==> src/rtl/cgol_board_memory.sv <==
// Double-banked 8x8 board store: reads hit the read bank, writes fill the write bank, CYCLE_REGISTERS copies write->read one row per clock.
// Read data 1 clock after the request; o_done is 9 clocks after the entry edge; sticky o_error built only with CGOL_BOARD_MEMORY_PROTOCOL_CHECK_EN.
module cgol_board_memory #(
    parameter logic [63:0] INIT_BOARD = 64'h0000_0000_0000_0000,
    parameter int          ROWS       = 8
) (
    input  logic        clk,
    input  logic        rst,
    input  logic [1:0]  memory_operation,
    input  logic [5:0]  memory_operation_address,
    input  logic        i_data,
    input  logic [1:0]  i_state_top,
    output logic        o_data,
    output logic        o_done,
    output logic [63:0] o_board,
    output logic        o_error
);

    localparam logic [1:0] OP_READ  = 2'b00;
    localparam logic [1:0] OP_WRITE = 2'b01;
    localparam logic [1:0] ST_GAME  = 2'b00;
    localparam logic [1:0] ST_CYCLE = 2'b01;
    localparam logic [2:0] LAST_ROW = 3'(ROWS - 1);

    typedef enum logic [1:0] {SERVE, COPY, DONE, HOLD} fsm_t;

    fsm_t        fsm;
    logic [2:0]  row_cnt;
    logic [1:0]  prev_state_top;
    logic [63:0] read_bank;
    logic [63:0] write_bank;
    logic        cycle_entry;

    assign cycle_entry = (i_state_top == ST_CYCLE) && (prev_state_top != ST_CYCLE);
    assign o_board     = read_bank;

    always_ff @(posedge clk or posedge rst) begin
        if (rst) begin
            fsm            <= SERVE;
            row_cnt        <= 3'd0;
            prev_state_top <= ST_GAME;
            read_bank      <= INIT_BOARD;
            write_bank     <= 64'd0;
            o_data         <= 1'b0;
            o_done         <= 1'b0;
        end else begin
            prev_state_top <= i_state_top;
            o_done         <= 1'b0;
            case (fsm)
                SERVE: begin
                    if (memory_operation == OP_READ)
                        o_data <= read_bank[memory_operation_address];
                    else if (memory_operation == OP_WRITE)
                        write_bank[memory_operation_address] <= i_data;
                    if (cycle_entry) begin
                        fsm     <= COPY;
                        row_cnt <= 3'd0;
                    end
                end
                COPY: begin
                    read_bank[{row_cnt, 3'b000} +: 8] <= write_bank[{row_cnt, 3'b000} +: 8];
                    row_cnt <= row_cnt + 3'd1;
                    o_data  <= 1'b0;
                    if (row_cnt == LAST_ROW)
                        fsm <= DONE;
                end
                DONE: begin
                    // Registered pulse: visible during the clock after DONE, 9 edges after entry.
                    o_done <= 1'b1;
                    fsm    <= HOLD;
                end
                HOLD: begin
                    if (i_state_top != ST_CYCLE)
                        fsm <= SERVE;
                end
                default: fsm <= SERVE;
            endcase
        end
    end

`ifdef CGOL_BOARD_MEMORY_PROTOCOL_CHECK_EN
    localparam logic [1:0] OP_RSVD = 2'b11;

    logic op_access;
    logic violation;

    assign op_access = (memory_operation == OP_READ) || (memory_operation == OP_WRITE);
    assign violation = (fsm == SERVE)
                     ? ((memory_operation == OP_RSVD) ||
                        ((memory_operation == OP_WRITE) && (i_state_top != ST_GAME)))
                     : op_access;

    always_ff @(posedge clk or posedge rst) begin
        if (rst)
            o_error <= 1'b0;
        else if (violation)
            o_error <= 1'b1;
    end
`else
    assign o_error = 1'b0;
`endif

endmodule

==> config.mk <==
export PLATFORM = sky130hd
export DESIGN_NAME = cgol_board_memory
export DESIGN_NICKNAME = d
export VERILOG_FILES = /design/src/rtl/cgol_board_memory.sv
export SDC_FILE = /design/constraint.sdc
export NUM_CORES = 1
export LEC_CHECK = 0
export ABC_AREA = 0
export BUFFER_PORTS_ARGS = -buffer_cell sky130_fd_sc_hd__buf_2
export CORE_MARGIN = 5
export CORE_UTILIZATION = 60
export DETAILED_ROUTE_END_ITERATION = 16
export GPL_ROUTABILITY_DRIVEN = 1
export HOLD_SLACK_MARGIN = 0.02
export PLACE_DENSITY = 0.9
export SETUP_SLACK_MARGIN = 0.15
export SKIP_CTS_REPAIR_TIMING = 1
export SYNTH_ARGS = -nofsm -noshare
export SYNTH_HDL_FRONTEND = slang
export SYNTH_SLANG_ARGS = --single-unit
==> constraint.sdc <==
create_clock -name clk -period 7.85 [get_ports clk]
set_input_delay 0.785 -clock clk [delete_from_list [all_inputs] [get_ports clk]]
set_output_delay 0.785 -clock clk [all_outputs]
set_load 0.02 [all_outputs]
-- Yosys cells after proc, flatten, opt, wreduce, memory -nomap -nowiden
Cells that the tools add are included.
- magnitude comparators: 2
- bitwise logic cells: 1
- equal/unequal tests: 12
- muxes and demuxes: 15
- $add $sub $neg: 2
- shift operators: 3
- reduce and logical (&&, ||, !) cells: 9
- operators with widths (cell ; number):
    $bwmux 64 ; 2
    $shift 8x8->64 const A ; 1
    $shiftx 64x7->8 ; 1
    $shiftx 8x8->64 ; 1
    $ne 2x2->1 const B ; 4
    $neg 6->8 ; 1
    $pmux 2 s4 ; 1
    $lt 6x7->1 const B ; 1
    $bmux 1 s6 ; 1
    $demux 1 s6 ; 1
    $eq 2x1->1 const B ; 3
    $ge 6x1->1 const B ; 1
    $mux 2 ; 3
    $pmux 3 s2 ; 1
    $reduce_and 3->1 ; 2
    $eq 2x2->1 const B ; 2
    $logic_not 2->1 ; 2
    $mux 1 ; 4
    $ne 2x1->1 const B ; 2
    $reduce_and 2->1 ; 2
    $add 3x1->3 const B ; 1
    $eq 3x3->1 const B ; 1
    $mux 3 ; 1
    $logic_and 1x1->1 ; 2
    other kinds (3) ; 3
- word-level logic and storage cells: 51
- register bits: 137
- output and inout bits: 67
- bits of input ports: 13

-- Logic depth before layout (Yosys ltp)
Gate-level depths: netlist of run 1.
- depth in word-level cells: 5
- depth in mapped cells: 10
- mapped depth without buffers: 8

-- Least setup slack after synthesis of run 1
OpenSTA, ideal clock, no wires.
- path kind: reg2reg
- start: reg row_cnt[1]
- end: reg read_bank[57] (netlist: o_board[57])
- data required time: 7722 ps
- stages on the path, launching flop included: 9
- buffers on the path: 2
- library setup time: 128 ps
- arrival time: 2150 ps
- period minus slack after synthesis: 2277 ps
- path slack: 5573 ps
- cells stage by stage: dfrtp_1 buf_6 buf_2 inv_1 ha_1 ha_1 nor3_1 nand2_1 mux2_1
- cells in the longest elaborated chain, start to end: 3
- elaborated cells between the ends (all ways): 5
- those cells by class: add/sub: 1; shift: 3; mux: 1
- RTL lines (element ; RTL line ; RTL):
    from (decl) ; 28 ; logic [2:0] row_cnt;
    from (signal assigned) ; 62 ; row_cnt <= row_cnt + 3'd1;
    $shiftx 64x7->8 / $neg 6->8 (equally long branches) ; 61 ; read_bank[{row_cnt, 3'b000} +: 8] <= write_bank[{row_cnt, 3'b000} +: 8];
    $shiftx 8x8->64 / $shift 8x8->64 (equally long branches) ; 61 ;
    $bwmux 64 * ; 61 ;
    to (signal, indexed assignment) ; 61 ;
    to (decl) ; 30 ; logic [63:0] read_bank;
Every way passes the cells marked *; elsewhere a longest branch is shown, timed or not.
A chain may end at the register's enable or synchronous reset.

-- Worst setup path after layout of run 1
- start: reg row_cnt[0]
- end: reg read_bank[57] (netlist: o_board[57])
The elaborated chain is that of the path after synthesis.

==> run summary, run 1 <==
Critical path capture point type -> flip-flop
Grt ovf -> 0
Clock slew at reported path FFs -> 60 ps
Pre-CTS setup slack -> 5073 ps
N_diodes -> 0
Sequential-to-total area share from yosys stat -> 49.61%
P per Cell Area -> 254.9 nW/um2
Die height -> 117.3 um
Part of the power in combinational logic -> 21.8%
Setup-failing EPs final -> 0
Input/output buffers -> 78
Crit path kind -> flip-flop to flip-flop
Yosys top cell by area -> dfrtp_1
#FFs+latches synth -> 137
Share of layout cells above drive strength 1 -> 41.12%
Worst-Skew Late Latency -> 430 ps
Gpl congestion -> 0.8603
Achievable frequency -> 0.3678 GHz
CTS root buffer -> clkbuf_16
Starting Density -> 60.78%
Hold_ws -> 478.2 ps
Final hold vios -> 0
Placed wire-length estimate -> 11440 um
Switching portion of total power -> 31.12%
CTS tree -> done
Final total power -> 2028 uW
WL final -> 17620 um
Final clock skew -> 8.133 ps
Cell area after synthesis -> 6910 um2
Largest net degree at the start of global routing -> 74
Max-slew violations -> 0
Initial antenna violation count -> 0
Vias -> 5010
Int Power -> 1397 uW
Core area -> 11370 um2
Top cells by count, synth -> 137 x dfrtp_1, 117 x mux2_2, 67 x nand2_1, 65 x nor2_1, 24 x o21ai_0
Met1 Usage GRT -> 33.49%
CP dominant cell by count -> ha_1
Req. time, crit path -> 8150 ps
DRC violations left -> 0
Final WS setup -> 5131 ps
Library cells used by synthesis -> 46
IO Count -> 80
Pleak -> 0.003904 uW
Routed vias/inst -> 6.382
Sequential power share -> 39.3%
Worst slew pin tran -> 965.0 ps
Net count, final -> 654
Area growth syn-to-layout -> 15.14%
Die width -> 117.3 um
GR Layer Usage met2 -> 40.70%
Clock period minus worst slack -> 2719 ps
DRT iter0 DRCs -> 648
Total of warnings raised by yosys -> 0
CTS max path bufs -> 2
H-tree depth -> 4
Worst slew margin -> 35.66%
Max incr delay on CP -> 430 ps
Mean Syn Cell Area -> 12.54 um2
Period utilization -> 34.63%
Syn_nets -> 576
Asr flop ratio synth -> 100.0%
Startpoint Class -> flip-flop
Clock power share -> 38.9%
Synth area leaders -> dfrtp_1 50%, mux2_2 19%, mux4_2 6.5%
Met3 GRT Util -> 6.833%
First-pass DRT Iterations -> 5
Clock sink total -> 137
MaxCap Viol Count -> 0
Vias in the first global route -> 5246
Worst hold path class -> input port to flip-flop
Drt wl/cell -> 22.45 um
Slowest-stage cell, CP -> nor3_1
Post-synth EDFFs -> 0
CTS Buf Count -> 17
Final core utilization -> 69.98%
Critical-path maximum fanout -> 24
Global-route wire length before repair -> 28460 um
Top_reg_cell synth -> dfrtp_1
Full die area -> 13760 um2
Std cell rows -> 39
DRT antenna net count -> 0
Crit-path cells -> buf_4, inv_1, ha_1, ha_1, nor3_1, nand2_1, mux2_1
RSZ-0062 raised after global routing -> false
Sw power -> 631.2 uW
Max VDD drop -> 0.1391 mV
Cells after synthesis -> 551
Top cell type's share of synthesized area -> 49.61%
Status -> finished, final reports clean
GR peak layer -> met2
Arr. time, crit path -> 3020 ps
TNS Setup -> 0 ps
Global Route Usage Sum -> 25.97%
Count leader, synth -> dfrtp_1
through the flow:
stage / instance area (um2) / std cells
final: 7956 / 785
after global routing: 7956 / 785
after CTS: 7956 / 785
after detailed placement: 7376 / 753
after global placement: 7376 / 753
after floorplan: 6910 / 551
sequential cells by signal, summed over array words and instances (netlist names):
register / flops
fsm: 2
o_board: 64
o_data: 1
o_done: 1
prev_state_top: 2
row_cnt: 3
write_bank: 64
placed cells by master (no fill, tap or decap), drive strengths merged, types with 3 or more instances in the layout:
cell type	n
dfrtp	137
mux2	119
buf	81
nand2	67
nor2	65
mux4	26
o21ai	24
clkbuf	18
mux2i	15
ha	12
inv	9
clkinv	9
nor3	6
nand3	5
nand3b	4
nor2b	4
nor3b	3
nand2b	3
a22o	3
o22ai	3
metal layers:
layer	vias to the layer above	routed length, um
li1	2129	-
met1	2552	6864
met2	276	8621
met3	53	1488
met4	0	647
met5	-	0
logic make-up after synthesis:
kind of cell	Yosys count	synth area share (%)
AND/OR/NAND/NOR	172	11.17
multiplexers	160	31.32
flip-flops	137	49.61
AO/OA/AOI/OAI	39	3.368
buffers and inverters	30	2.299
adder cells (fa/ha/maj)	12	2.173
other	1	0.05427
final timing paths:
check,start,slack [ps],cells after the start,end
max in group asynchronous,rst,5900,3,o_board[5]
min reg2reg,write_bank[46],500,1,write_bank[46]
min in group asynchronous,rst,530,2,o_board[42]
min,i_state_top[1],480,1,prev_state_top[1]
max,row_cnt[0],5130,7,o_board[57]
max reg2reg,row_cnt[0],5130,7,o_board[57]
power groups by stage:
stage          clock network (uW)  registers [uW]  logic [uW]
2_1_floorplan                   0             819         312
3_3_place_gp                    0             803         419
3_5_place_dp                    0             807         432
4_1_cts                       793             796         436
5_1_grt                       824             801         476
6_report                      789             797         441
final cells by class:
cell class	instances	area, um2
Timing Repair Buffer	81	412.9
Fill cell	732	3413
Tap cell	143	178.9
Clock inverter	14	151.4
Inverter	8	32.53
Sequential cell	137	3428
Clock buffer	18	429.2
Multi-Input combinational cell	384	3323
worst max-delay path, delay by kind of cell, from the launching register on:
| family | cells | cell delay [ps] |
|---|---|---|
| AND/OR/NAND/NOR | 2 | 810 |
| adder cells (fa/ha/maj) | 2 | 560 |
| multiplexers | 1 | 410 |
| buffers and inverters | 2 | 480 |
| flip-flops | 1 | 320 |
Note: power is estimated with default switching activity, not from simulation.
==> run 2, diff against run 1 <==
- CORE_UTILIZATION: 60 -> 59
- PLACE_DENSITY: 0.9 -> 0.88
- clock period: 7.85 -> 2.8 ns (I/O delays scaled with it)
==> run 2 against run 1 <==
Design area up 0.74%. Largest power group unchanged. Power increased to 2.8 times the previous value. Register-to-register slack got worse by 4800 ps. Sequential share of layout area decreased by 0.32 points. Sequential power increased to 2.8 times the previous value. Highest routed layer unchanged.
==> run summary, run 2 (synthesized netlist as in run 1, its figures left out) <==
Placed wire-length estimate -> 11680 um (+2.1%)
Max incr delay on CP -> 420 ps (about the same)
Full die area -> 13980 um2 (+1.5%)
Reg2reg start -> row_cnt[0]
Dpl cells -> 756 (+0.40%)
Sw power -> 1747 uW (+180%)
WL final -> 17220 um (-2.3%)
Core area -> 11470 um2 (+0.86%)
Crit path kind -> flip-flop to flip-flop
MaxCap Viol Count -> 0 (unchanged)
Worst hold path class -> input port to async pin
Max-slew violations -> 0 (unchanged)
Routed vias/inst -> 6.237 (-2.3%)
Pleak -> 0.003934 uW (+0.77%)
Crit path max-delay family -> simple AND/OR/NAND/NOR gates
First-pass DRT Iterations -> 8 (+3)
Clock slew at reported path FFs -> 60 ps (about the same)
Net count, final -> 659 (+0.76%)
Critical-path maximum fanout -> 8 (-67%)
Worst-Skew Late Latency -> 420 ps (about the same)
P per Cell Area -> 712.1 nW/um2 (+180%)
Req. time, crit path -> 3100 ps (-5050 ps)
Final std cells w/o fill -> 790 (+0.64%)
TNS Setup -> 0 ps (unchanged)
Final hold vios -> 0 (unchanged)
Drt wl/cell -> 21.79 um (-2.9%)
Startpoint Class -> flip-flop
Global-route wire length before repair -> 27740 um (-2.5%)
Vias in the first global route -> 5168 (-1.5%)
Commonest non-fill, non-tap cell in the layout -> dfrtp_1
Clock sink total -> 137 (unchanged)
DRC violations left -> 0 (unchanged)
Starting Density -> 60.26% (-0.52 points)
Slowest-stage cell, CP -> nor3_1
Die width -> 118.2 um (+0.77%)
Share of layout cells above drive strength 1 -> 41.42% (+0.30 points)
Most frequent cells in the layout -> 137 x dfrtp_1, 117 x mux2_2, 78 x buf_2
Switching portion of total power -> 30.61% (-0.52 points)
DRT iter0 DRCs -> 462 (-29%)
Gpl congestion -> 0.9315 (+8.3%)
Initial antenna violation count -> 0 (unchanged)
Status -> finished, final reports clean
CTS tree -> done
Max VDD drop -> 0.6490 mV (+370%)
CP dominant cell by count -> ha_1
Setup-failing EPs final -> 0 (unchanged)
CTS root buffer -> clkbuf_16
Clock power share -> 38.7% (-0.2 points)
Grt ovf -> 0 (unchanged)
DRT antenna net count -> 0 (unchanged)
Area growth syn-to-layout -> 15.99%
CP startpoint -> row_cnt[0]
H-tree depth -> 4 (unchanged)
Die height -> 118.2 um (+0.77%)
Critical path capture point type -> flip-flop
Worst Path Buf+Inv -> 2 (unchanged)
CTS Buf Count -> 17 (unchanged)
Int Power -> 3961 uW (+180%)
Final clock skew -> 9.359 ps (+1.226 ps)
Achievable frequency -> 0.4078 GHz (+11%)
CTS max path bufs -> 2 (unchanged)
Std cell rows -> 39 (unchanged)
Largest net degree at the start of global routing -> 138 (+86%)
Vias -> 4927 (-1.7%)
Crit-path cells -> buf_4, inv_1, ha_1, ha_1, nor3_1, nand2_1, mux2_1
Clock period minus worst slack -> 2452 ps (-266.6 ps)
N_diodes -> 0 (unchanged)
Input/output buffers -> 78 (unchanged)
Period utilization -> 87.57% (+53 points)
Worst slew pin tran -> 955.4 ps (-9.629 ps)
RSZ-0062 raised after global routing -> false
Global Route Usage Sum -> 25.11% (-0.85 points)
Arr. time, crit path -> 2750 ps (-270 ps)
IO Count -> 80 (unchanged)
Worst slew margin -> 36.31% (+0.64 points)
Part of the power in combinational logic -> 22.1% (+0.3 points)
Sequential power share -> 39.2% (about the same)
run 2: cell count changes in the layout (fill, tap and decap cells not counted):
cell           delta
buf_12            +1
buf_4             +2
clkbuf_1          -1
clkbuf_8          +1
clkinv_2          +2
clkinv_4          -5
clkinvlp_4        +1
dlygate4sd3_1     +2
inv_4             -1
inv_6             +3
run 2: tightest hold or removal path: stages:
cell,delay (ps)
buf_2,110
clkinvlp_4,70
buf_12,510
run 2: power groups by stage:
stage | registers, uW | logic [uW] | clock network, uW
finish | 2230 | 1260 | 2210
global route | 2250 | 1350 | 2320
CTS | 2230 | 1240 | 2220
detailed placement | 2260 | 1230 | 0
global placement | 2250 | 1190 | 0
floorplan | 2300 | 874 | 0
run 2: cell type report:
class                      count  area (um2)
timing repair buffer          86       467.9
multi-input combinational    384        3323
tap                          143       178.9
sequential                   137        3428
inverter                       8       33.78
fill                         751        3452
clock inverter                14       143.9
clock buffer                  18       439.2
run 2: path summary, 6_finish.rpt:
check,to,slack (ps),cells past startpoint
worst max-delay path,o_board[57],350,7
worst min-delay path,o_board[10],70,3
worst max register to register,o_board[57],350,7
worst min register to register,write_bank[38],500,1
max in group asynchronous,write_bank[43],2220,3
min in group clk,o_data,320,4
run 2: routing by layer:
layer | up-vias | part of all wire [%] | GRT usage [%]
met5 | - | 0 | 0
met4 | 0 | 2.5 | 10.82
met3 | 40 | 7.0 | 6.638
met2 | 221 | 51 | 41.21
met1 | 2521 | 40 | 31.62
li1 | 2145 | - | -
run 2: metrics by stage:
stage | instance area (um2) | utilization (%) | setup slack [ps] | power [uW] | hold WS, ps
after detailed placement | 7412 | 64.64 | 462.1 | 3490 | 402.9
after floorplan | 6914 | - | 522.6 | 3171 | 311.4
after global routing | 8015 | 69.90 | 313.9 | 5920 | 150.3
after global placement | 7412 | 64.64 | 487.2 | 3443 | 398.8
after CTS | 7995 | 69.72 | 426.5 | 5697 | -31.18
final | 8015 | 69.90 | 347.9 | 5708 | 71.06
==> run 3, diff against run 2 <==
- PLACE_DENSITY: 0.88 -> 0.79
- clock period: 2.8 -> 2.7 ns (I/O delays scaled with it)
==> run 3 against run 2 <==
Sequential power is 5% higher. Routed wire length is 1.4% higher. Register-to-register slack worse by 100 ps. Critical path depth stayed put. Die area stayed put. Clock skew is 2.3 ps lower. Clock-buffer cell count grew 4. Global-route usage is 0.52 points higher. Worst setup slack got worse by 100 ps. Worst hold slack worse by 37 ps. Combinational power is 6% higher. Fmax barely moved.
==> run summary, run 3 (synthesized netlist as in run 1, its figures left out) <==
CTS root buffer -> clkbuf_16
Max-slew violations -> 0 (unchanged)
Initial antenna violation count -> 0 (unchanged)
CTS tree -> done
Critical-path maximum fanout -> 8 (unchanged)
DRC violations left -> 0 (unchanged)
Pleak -> 0.004000 uW (+1.7%)
Final clock skew -> 7.042 ps (-2.317 ps)
Largest net degree at the start of global routing -> 65 (-53%)
Vias in the first global route -> 5288 (+2.3%)
DRT iter0 DRCs -> 435 (-5.8%)
Reg2reg start -> row_cnt[0]
Max VDD drop -> 0.5245 mV (-19%)
DRT antenna net count -> 0 (unchanged)
Clock power share -> 41.2% (+2.5 points)
FF-to-FF setup slack -> 250 ps (-100 ps)
Worst hold path class -> input port to async pin
CTS max path bufs -> 2 (unchanged)
Final hold vios -> 0 (unchanged)
Critical path capture point type -> flip-flop
P per Cell Area -> 767.1 nW/um2 (+7.7%)
Switching portion of total power -> 28.17% (-2.4 points)
Commonest non-fill, non-tap cell in the layout -> dfrtp_1
Dpl cells -> 760 (+0.53%)
WL final -> 17460 um (+1.4%)
Worst reg2reg endpoint -> o_board[26]
Input/output buffers -> 78 (unchanged)
Crit path kind -> flip-flop to flip-flop
TNS Setup -> 0 ps (unchanged)
Die width -> 118.2 um (unchanged)
RSZ-0062 raised after global routing -> false
Period utilization -> 90.89% (+3.3 points)
Most frequent cells in the layout -> 137 x dfrtp_1, 117 x mux2_2, 78 x buf_2
Arr. time, crit path -> 2760 ps (about the same)
Full die area -> 13980 um2 (unchanged)
Std cell rows -> 39 (unchanged)
Setup-failing EPs final -> 0 (unchanged)
Fill cells -> 765 (+1.9%)
Routed vias/inst -> 6.190 (-0.74%)
Share of layout cells above drive strength 1 -> 41.23% (-0.19 points)
Final std cells w/o fill -> 793 (+0.38%)
Int Power -> 4500 uW (+14%)
Sw power -> 1764 uW (+1.0%)
H-tree depth -> 4 (unchanged)
Global-route wire length before repair -> 28280 um (+1.9%)
Core area -> 11470 um2 (unchanged)
Status -> finished, final reports clean
CTS Buf Count -> 17 (unchanged)
Die height -> 118.2 um (unchanged)
IO Count -> 80 (unchanged)
Achievable frequency -> 0.4075 GHz (about the same)
Req. time, crit path -> 3000 ps (-100 ps)
Startpoint Class -> flip-flop
MaxCap Viol Count -> 0 (unchanged)
Reg2Reg Depth -> 7 (unchanged)
Vias -> 4909 (-0.37%)
Clock period minus worst slack -> 2454 ps (+2.067 ps)
Worst slew pin tran -> 957.0 ps (+1.632 ps)
CP endpoint -> o_board[26]
Net count, final -> 663 (+0.61%)
Clock slew at reported path FFs -> 60 ps (about the same)
Placed wire-length estimate -> 12290 um (+5.2%)
Worst slew margin -> 36.20% (-0.11 points)
CP startpoint -> row_cnt[0]
Gpl congestion -> 0.8978 (-3.6%)
Global Route Usage Sum -> 25.63% (+0.52 points)
Grt ovf -> 0 (unchanged)
Starting Density -> 60.26% (unchanged)
Worst-Skew Late Latency -> 420 ps (about the same)
Area growth syn-to-layout -> 18.18%
First-pass DRT Iterations -> 5 (-3)
Sequential power share -> 37.4% (-1.8 points)
Part of the power in combinational logic -> 21.4% (-0.7 points)
Clock sink total -> 137 (unchanged)
N_diodes -> 0 (unchanged)
Drt wl/cell -> 22.02 um (+1.0%)
==> run 3: cell count changes in the layout (fill, tap and decap cells not counted) <==
cell and delta:
nor3_2 +1, buf_12 +4, clkbuf_1 +4, bufinv_16 +4
inv_6 -4, clkinv_2 -2, clkinvlp_4 -2, clkinv_4 -1
nor3_1 -1
==> run 3: worst min path at each step <==
stage              startpoint  slack, ps                end  cells past startpoint
5_1_grt                   rst        100        o_board[10]                      2
3_5_place_dp   i_state_top[1]        390  prev_state_top[1]                      1
4_1_cts        i_state_top[1]        -40  prev_state_top[1]                      1
3_3_place_gp   i_state_top[1]        390  prev_state_top[1]                      1
6_report                  rst         30        o_board[10]                      2
2_1_floorplan  i_state_top[0]        300  prev_state_top[0]                      0
==> run 3: critical path, stage by stage, from the launching register on <==
cell and delay [ps]:
dfrtp_1 520, inv_1 140, ha_1 240, ha_1 340, nand2_1 90, nor2_1 300, nand2_1 340, mux2_2 370
==> run 3: cell type report <==
| class | instances | area, um2 | share of cell area [%] |
|---|---|---|---|
| Inverter | 8 | 33.78 | 0.4137 |
| Timing Repair Buffer | 90 | 548.0 | 6.711 |
| Tap cell | 143 | 178.9 | 2.191 |
| Clock inverter | 9 | 195.2 | 2.390 |
| Sequential cell | 137 | 3428 | 41.98 |
| Multi-Input combinational cell | 384 | 3328 | 40.75 |
| Clock buffer | 22 | 454.2 | 5.562 |
==> run 3: stage by stage <==
stage	utilization, %	total power (uW)	instance area [um2]	hold WS, ps	worst slack (ps)
3_3_place_gp	65.34	3613	7492	387.0	339.7
3_5_place_dp	65.34	3684	7492	392.4	233.4
4_1_cts	71.00	6265	8142	-40.75	186.8
6_report	71.22	6264	8167	34.43	245.8
2_1_floorplan	-	3289	6914	301.4	422.6
5_1_grt	71.22	6516	8167	104.7	165.0
==> run 3: routing by layer <==
metal / track usage, % / wire length (um) / vias up
li1: - / - / 2150
met1: 32.20 / 7006 / 2528
met2: 42.55 / 8805 / 174
met3: 6.256 / 1108 / 57
met4: 10.82 / 539 / 0
met5: 0 / 0 / -
==> run 3: power groups by stage <==
| stage | clock network (uW) | registers, uW | logic (uW) |
|---|---|---|---|
| after floorplan | 0 | 2380 | 907 |
| after global placement | 0 | 2360 | 1260 |
| after detailed placement | 0 | 2370 | 1310 |
| after CTS | 2600 | 2340 | 1330 |
| after global routing | 2720 | 2360 | 1440 |
| final | 2580 | 2340 | 1340 |
